$ cat config.mk
export PLATFORM = sky130hd
export DESIGN_NAME = ram_sp_param
export DESIGN_NICKNAME = d
export VERILOG_FILES = /design/src/rtl/ram_sp_param.sv
export SDC_FILE = /design/constraint.sdc
export NUM_CORES = 1
export LEC_CHECK = 0
export CAP_MARGIN = 10
export CORE_UTILIZATION = 55
export CTS_BUF_LIST = sky130_fd_sc_hd__clkbuf_2
export CTS_CLUSTER_DIAMETER = 80
export DETAILED_ROUTE_END_ITERATION = 6
export HOLD_SLACK_MARGIN = 0.03
export PLACE_DENSITY_LB_ADDON = 0.25
export SYNTH_ARGS = -nofsm -noshare
export SYNTH_HDL_FRONTEND = slang
export SYNTH_SLANG_ARGS = --single-unit
$ cat constraint.sdc
create_clock -name clk -period 2.68 [get_ports clk]
set_clock_uncertainty 0.1 [all_clocks]
set_input_delay 0.402 -clock clk [delete_from_list [all_inputs] [get_ports clk]]
set_output_delay 0.402 -clock clk [all_outputs]
set_load 0.01 [all_outputs]
$ cat src/rtl/ram_sp_param.sv
// Parametrised single-port synchronous RAM with byte enables, 1/2-cycle read latency and post-reset clear.
// Optional per-byte even parity with error injection when RAM_SP_PARITY_EN is defined.
module ram_sp_param #(
    parameter int DATA_W   = 8,
    parameter int DEPTH    = 16,
    parameter int ADDR_W   = 4,
    parameter int READ_LAT = 1
) (
    input  logic                  clk,
    input  logic                  rst,
    input  logic                  req,
    input  logic                  wr,
    input  logic [ADDR_W-1:0]     addr,
    input  logic [DATA_W-1:0]     din,
    input  logic [DATA_W/8-1:0]   be,
`ifdef RAM_SP_PARITY_EN
    input  logic                  inj_par,
    output logic                  parity_err,
`endif
    output logic                  ready,
    output logic [DATA_W-1:0]     dout,
    output logic                  dout_valid,
    output logic                  addr_err
);

    localparam int NB    = DATA_W / 8;
    localparam int IDX_W = (DEPTH > 1) ? $clog2(DEPTH) : 1;

    generate
        if (READ_LAT != 1 && READ_LAT != 2) begin : g_bad_lat
            $error("ram_sp_param: READ_LAT must be 1 or 2");
        end
        if (DATA_W % 8 != 0) begin : g_bad_width
            $error("ram_sp_param: DATA_W must be a multiple of 8");
        end
        if ((1 << ADDR_W) < DEPTH) begin : g_bad_addr
            $error("ram_sp_param: ADDR_W too narrow for DEPTH");
        end
    endgenerate

    // Handshake: an access is taken at a rising edge when req && ready; req with ready low is dropped.
    typedef enum logic {S_INIT, S_RUN} state_t;
    state_t state;
    state_t state_nxt;

    logic [IDX_W-1:0]  cnt;
    logic [DATA_W-1:0] mem [DEPTH];
    logic [IDX_W-1:0]  idx;
    logic [31:0]       addr_ext;
    logic              in_range;
    logic              acc;
    logic              wr_acc;
    logic              rd_acc;
    logic [DATA_W-1:0] rd_data;
    logic              s_valid;
    logic [DATA_W-1:0] s_data;

    assign idx      = addr[IDX_W-1:0];
    assign addr_ext = 32'(addr);
    assign in_range = addr_ext < 32'(DEPTH);
    assign acc      = req && ready;
    assign wr_acc   = acc && wr && in_range;
    assign rd_acc   = acc && !wr;

    always_ff @(posedge clk) begin
        if (rst) begin
            state <= S_INIT;
            cnt   <= '0;
        end else begin
            state <= state_nxt;
            if (state == S_INIT) begin
                cnt <= cnt + IDX_W'(1);
            end
        end
    end

    always_comb begin
        state_nxt = state;
        if (state == S_INIT && cnt == IDX_W'(DEPTH - 1)) begin
            state_nxt = S_RUN;
        end
    end

    always_comb begin
        ready = (state == S_RUN);
    end

    // Storage has no reset; the INIT walk zeroes it one word per cycle.
    always_ff @(posedge clk) begin
        if (!rst) begin
            if (state == S_INIT) begin
                mem[cnt] <= '0;
            end else if (wr_acc) begin
                for (int i = 0; i < NB; i++) begin
                    if (be[i]) begin
                        mem[idx][8*i +: 8] <= din[8*i +: 8];
                    end
                end
            end
        end
    end

    assign rd_data = in_range ? mem[idx] : '0;

`ifdef RAM_SP_PARITY_EN
    logic [NB-1:0] pmem [DEPTH];
    logic          rd_perr;
    logic          s_perr;

    // Zero data with zero parity bits is already consistent, so INIT clears both alike.
    always_ff @(posedge clk) begin
        if (!rst) begin
            if (state == S_INIT) begin
                pmem[cnt] <= '0;
            end else if (wr_acc) begin
                for (int i = 0; i < NB; i++) begin
                    if (be[i]) begin
                        pmem[idx][i] <= (^din[8*i +: 8]) ^ inj_par;
                    end
                end
            end
        end
    end

    always_comb begin
        rd_perr = 1'b0;
        if (in_range) begin
            for (int i = 0; i < NB; i++) begin
                rd_perr = rd_perr | (pmem[idx][i] ^ (^mem[idx][8*i +: 8]));
            end
        end
    end
`endif

    generate
        if (READ_LAT == 2) begin : g_lat2
            logic              p_valid;
            logic [DATA_W-1:0] p_data;
`ifdef RAM_SP_PARITY_EN
            logic              p_perr;
`endif
            always_ff @(posedge clk) begin
                if (rst) begin
                    p_valid <= 1'b0;
                    p_data  <= '0;
`ifdef RAM_SP_PARITY_EN
                    p_perr  <= 1'b0;
`endif
                end else begin
                    p_valid <= rd_acc;
                    if (rd_acc) begin
                        p_data <= rd_data;
`ifdef RAM_SP_PARITY_EN
                        p_perr <= rd_perr;
`endif
                    end
                end
            end
            assign s_valid = p_valid;
            assign s_data  = p_data;
`ifdef RAM_SP_PARITY_EN
            assign s_perr  = p_perr;
`endif
        end else begin : g_lat1
            assign s_valid = rd_acc;
            assign s_data  = rd_data;
`ifdef RAM_SP_PARITY_EN
            assign s_perr  = rd_perr;
`endif
        end
    endgenerate

    // dout only moves on a valid read so it holds between strobes.
    always_ff @(posedge clk) begin
        if (rst) begin
            dout       <= '0;
            dout_valid <= 1'b0;
            addr_err   <= 1'b0;
`ifdef RAM_SP_PARITY_EN
            parity_err <= 1'b0;
`endif
        end else begin
            dout_valid <= s_valid;
            if (s_valid) begin
                dout <= s_data;
            end
            addr_err <= acc && !in_range;
`ifdef RAM_SP_PARITY_EN
            parity_err <= s_valid && s_perr;
`endif
        end
    end

endmodule
# Word level (Yosys, flattened, before mapping)
# Memories as Yosys holds them, arrays and structs flattened. A register that Yosys moved wholly into a read port is not among the register bits.
# Index checks and enable logic that the tools add are counted.
# Widths: inputs -> output; s select.
# totals
ff_bits	7
ram_bits	128
input_bits	17
wordCells	29
n_memories	1
# op_classes
addsub	1
magnitude_cmp	1
n_eq_ne	1
n_mux	11
n_bitwise	1
reduce_logical	9
# memory_table
name	words	word_bits	read_ports	rd_ports_with_merged_regs	wr	line	text
mem	16	8	1	1	1	47	logic [DATA_W-1:0] mem [DEPTH];
# op_table
op	count
$mux 1	9
$mux 8	1
$reduce_or 8->1	1
$logic_and 1x1->1	6
$lt 4x5->1 const B	1
$add 4x1->4 const B	1
$eq 4x4->1 const B	1
$mux 4	1
$logic_not 1->1	2
$not 1->1	1

# Depth between registers and ports, before layout
# logic_depth
word_depth	9
depth_mapped	7
depth_no_buf	4

# Worst setup path before layout
# No wires, ideal clock.
# synth_timing
path_type	input-to-reg
startpoint	input rst
endpoint	memory mem[4][0], enable pin
setup_time_ns	0.370
arrival_ns	1.741
path_slack_ns	0.469
stages	6
path_buffers	2
path_cell_list	clkbuf_1 and3b_1 clkbuf_1 a21oi_1 o21ai_0 nor2_1
# synth_via
elab_chain_cells	4
elab_cells_between_ends	7
cone_classes	6 x mux; 1 x reduce/logical
# synth_lines
element	line	text
start: declaration	10	input logic rst,
$mux 1	90	if (!rst) begin
$mux 1 (implied by the code)	96	mem[idx][8*i +: 8] <= din[8*i +: 8];
$reduce_or 8->1 (no line)	n/a	
$mux 4 (no line) or $mux 1 (tied branches)	n/a	
end: declaration	47	
# Several ways; a longest one is shown, not always the timed one.

# Worst setup path after layout
# layout_timing
startpoint	register state, in the netlist ready
endpoint	output ready
# layout_rtl
element	line	text
start: declaration	43	state_t state;
start signal: assignment	70	state <= state_nxt;
end: declaration	20	output logic ready,
# No word-level cell between the ends.

==> out/qor.log <==
INFO  critical_path  path_delay_family=buffers and inverters
INFO  synth          post_synth.cell_area_avg=18.1squm
INFO  sta            setup_viol=0
INFO  route          firstDrtPassIters=5
INFO  clock_network  cts_post_setup_buffers_inserted=0
INFO  clock_network  ctsHoldBuffers=0
INFO  synth          synth_seq_cells=142
INFO  global_routing grt_use_total=0.231
INFO  global_routing grt_pass1_wl=17900microns
INFO  synth          asyncSetResetFlopFracSynth=0
INFO  synth          synth_compound_gate_area_share=0.0333
INFO  synth          synthMuxAreaShare=0.157
INFO  pwr            cellPowerDensity=632mW/mm^2
INFO  critical_path  worstSetupStartpointType=flop
INFO  critical_path  worstPathMaxFanout=11
INFO  sta            setup_total_negative_slack=0ns
INFO  route          route.detailed.drc=0
INFO  synth          post-synth-top-area-cell=sky130_fd_sc_hd__edfxtp_1
INFO  final_layout   final_cell_area=0.00668sqmm
INFO  synth          synth-main-ff-cell=sky130_fd_sc_hd__edfxtp_1
INFO  critical_path  critical_path_cell_count=1
INFO  clock_network  ctsHtreeMaxLevel=4
INFO  sta            timing.final.crit_period=2.36ns
INFO  critical_path  cpPeakStageDelay=0.61ns
INFO  final_layout   area_growth_syn_to_layout=16.9%
INFO  pwr            static_leak=2.49nW
INFO  sta            final_max_slew_viol_count=0
INFO  synth          post_synth_instance_area=0.00571sqmm
INFO  synth          post_synth_fa_ha_maj_area_fraction=0.00219
INFO  sta            hold_viol=0
INFO  place          detailed_place_hpwl=7690microns
INFO  route          drt_iter0_markers=201
INFO  synth          synth.area.top_cells=sky130_fd_sc_hd__edfxtp_1 67%, sky130_fd_sc_hd__mux4_2 7.5%, sky130_fd_sc_hd__dfxtp_1 4.9%
INFO  critical_path  critPathArrivalTime=1.86ns
INFO  clock_network  worstSkewPairLatency=0.64ns
INFO  place          routabilityCongestion=0.793
INFO  sta            slew_at_the_pin_closest_to_its_max_slew_limit=1.08ns
INFO  pwr            power.internal=3.40mW
INFO  die            die-area=0.0108sqmm
INFO  critical_path  timing.rr.start=ready
INFO  clock_network  tritoncts=built
INFO  pwr            irDropWorstVdd=0.373mV
INFO  clock_network  cts.reportedPaths.clkPinSlew=0.18ns
INFO  die            die_h=104microns
INFO  flow_run       drv.max_cap_violation_count=0
INFO  final_layout   drive_above_1_share=0.269
INFO  pwr            switching_share=0.194
INFO  critical_path  worstPathRequired=2.18ns
INFO  pwr            power_frac_seq=0.573
INFO  final_layout   num_antenna_cells=0
INFO  die            num_rows=36
INFO  place          detailed_place.area=0.00634sqmm
INFO  critical_path  worst_setup_path_startpoint=ready
INFO  critical_path  ff2ff_setup_slack=0.49ns
INFO  die            design.core.area=0.00991sqmm
INFO  pwr            power.share.clock=0.377
INFO  clock_network  cts_inserted_buffers=17
INFO  critical_path  crit_buf_inv=1
INFO  clock_network  clock_tree.buffer_depth=2
INFO  sta            grt_setup_unrepaired=false
INFO  global_routing grt.overflow.total=0
INFO  global_routing grt_antenna_before_repair=0
INFO  die            die_w=104microns
INFO  outcome        outcome=complete, no violations
INFO  synth          post-synth-top-area-fraction=0.673
INFO  critical_path  worst_setup_path_endpoint=ready
INFO  pwr            psw=0.818mW
INFO  global_routing grt_pass1_vias=3246
INFO  critical_path  chain_of_cells_forming_the_critical_path=clkdlybuf4s50_1
INFO  critical_path  r2r_cells=5
INFO  clock_network  numClockSinks=142
INFO  synth          synthesized_instance_count=315
INFO  route          route.detailed.wl_per_inst=21.8microns
INFO  synth          count_of_flip_flops_with_a_built_in_enable_after_synthesis=128
INFO  sta            worst_slew_margin_rel=0.275
INFO  synth          yosys.area_share.xor_xnor=0.00460
INFO  critical_path  critPathSlowestCell=sky130_fd_sc_hd__clkdlybuf4s50_1
INFO  pwr            total_power=4.22mW
INFO  synth          syn_nets=333
INFO  synth          yosys.cell_types.count=42
INFO  route          detailroute.via_count=3118
INFO  synth          synth_top_family_by_area=multiplexers
INFO  final_layout   finish.net_count=396
INFO  die            io_pins=28
INFO  synth          yosysWarningCount=0
INFO  route          overall_routed_net_length=11400microns
INFO  sta            achievable-frequency=424MHz
INFO  global_routing grt_start_max_net_pins=35
INFO  sta            period_share=0.881
INFO  clock_network  post_cts_resize_count=0
INFO  critical_path  r2r_end=dout[7]
INFO  critical_path  crit_type=reg2out
INFO  route          route.detailed.vias_per_inst=5.95
INFO  synth          ys_seq_area_frac=0.722
INFO  critical_path  cp-end-kind=output port
INFO  min_path       hold_crit_class=in2reg
INFO  clock_network  cts_root_buffer=sky130_fd_sc_hd__clkbuf_2
INFO  place          io_buffers=26
INFO  route          antenna_left=0
INFO  synth          synth_simple_gate_area_frac=0.0616
INFO  pwr            pwr-share-comb=0.050
INFO  die            initial_core_util=0.576
-- power groups by stage --
| stage | combinational [mW] | sequential, mW | clock (mW) |
|---|---|---|---|
| 2_1_floorplan | 0.137 | 2.46 | 0 |
| 3_3_place_gp | 0.207 | 2.47 | 0 |
| 3_5_place_dp | 0.212 | 2.47 | 0 |
| 4_1_cts | 0.214 | 2.42 | 1.61 |
| 5_1_grt | 0.228 | 2.42 | 1.70 |
| 6_report | 0.212 | 2.42 | 1.59 |
-- worst reg2reg max path: stages (launching register included) --
cell                       delay [ns]
sky130_fd_sc_hd__dfxtp_1         0.60
sky130_fd_sc_hd__nand3b_1        0.16
sky130_fd_sc_hd__buf_4           0.17
sky130_fd_sc_hd__nor3_1          0.82
sky130_fd_sc_hd__a22oi_1         0.14
sky130_fd_sc_hd__o21ai_0         0.15
-- worst min path at each step --
stage	depth (start not counted)	end	slack, ns	from
final	2	dout_valid	0.33	req
after global routing	2	dout_valid	0.26	req
after global placement	1	dout[0]	0.37	dout[0]
after CTS	2	dout_valid	0.27	req
after detailed placement	1	dout[0]	0.38	dout[0]
after floorplan	1	dout_valid	0.39	wr
-- state kept, by name, summed over array words and instances (netlist names) --
signal      flops
cnt             4
dout_valid      1
dout            8
ready           1
mem           128
-- through the flow --
stage                     setup WS [ns]  utilization  hold slack, ns  std cells
after CTS                         0.264        0.674           0.267        524
after detailed placement          0.166        0.640           0.377        492
after global placement            0.229        0.640           0.371        492
after global routing              0.181        0.674           0.258        524
after floorplan                   0.469            -           0.391        315
final                             0.319        0.674           0.328        524
-- cell usage after synthesis (2+ instances only) --
cell type                  number
sky130_fd_sc_hd__edfxtp_1     128
sky130_fd_sc_hd__nor2_1        30
sky130_fd_sc_hd__mux2_2        20
sky130_fd_sc_hd__mux4_2        19
sky130_fd_sc_hd__dfxtp_1       14
sky130_fd_sc_hd__and3_1         8
sky130_fd_sc_hd__nor3_1         8
sky130_fd_sc_hd__mux4_1         7
sky130_fd_sc_hd__a221o_1        6
sky130_fd_sc_hd__clkbuf_1       6
sky130_fd_sc_hd__mux2i_1        6
sky130_fd_sc_hd__o21ai_0        6
sky130_fd_sc_hd__o22ai_1        6
sky130_fd_sc_hd__buf_2          5
sky130_fd_sc_hd__nand2_1        5
sky130_fd_sc_hd__nor2b_1        5
sky130_fd_sc_hd__a21oi_1        4
sky130_fd_sc_hd__nand2b_1       3
sky130_fd_sc_hd__a22oi_1        2
sky130_fd_sc_hd__a31oi_1        2
sky130_fd_sc_hd__buf_4          2
sky130_fd_sc_hd__nor4_1         2
sky130_fd_sc_hd__xor2_1         2
-- metal layers --
| layer | GRT usage | wire (microns) |
|---|---|---|
| met1 | 0.312 | 4730 |
| met2 | 0.366 | 5690 |
| met3 | 0.0583 | 801 |
| met4 | 0.0888 | 185 |
| met5 | 0 | 0 |
-- area by class of cell --
cell class | instances | area, sq um
clock buffers | 19 | 95.1
clock inverters | 13 | 243
fillers | 675 | 3230
inverters | 2 | 7.51
multi-input cells | 155 | 1480
flip-flops and latches | 142 | 4120
well taps | 133 | 166
repair buffers | 60 | 561
-- cells in the final DEF, fill, tap and decap left out, drive strengths merged, types with 2 or more instances in the layout --
cell type | synthesis | layout
nand2b | 3 | 3
bufinv | 0 | 7
and3 | 8 | 8
buf | 10 | 35
a221o | 6 | 6
inv | 2 | 2
nor4 | 2 | 2
clkinv | 0 | 5
edfxtp | 128 | 128
clkbuf | 6 | 19
a22oi | 2 | 2
a31oi | 2 | 2
nand2 | 5 | 5
nor2 | 30 | 30
o22ai | 6 | 6
mux2i | 6 | 6
dfxtp | 14 | 14
nor2b | 5 | 5
o21ai | 6 | 6
mux2 | 20 | 20
xor2 | 2 | 2
nor3 | 8 | 8
clkdlybuf4s50 | 0 | 25
mux4 | 26 | 26
a21oi | 4 | 4
-- kinds of logic after synthesis --
logic type                 Yosys count
xor gates and xnor gates             3
and+or+nand+nor                     70
buffers and inverters               18
AOI/OAI and AO/OA                   28
adders and majority gates            1
other                                1
muxes                               52
DFF                                142
Note: power is estimated with default switching activity, not from simulation.
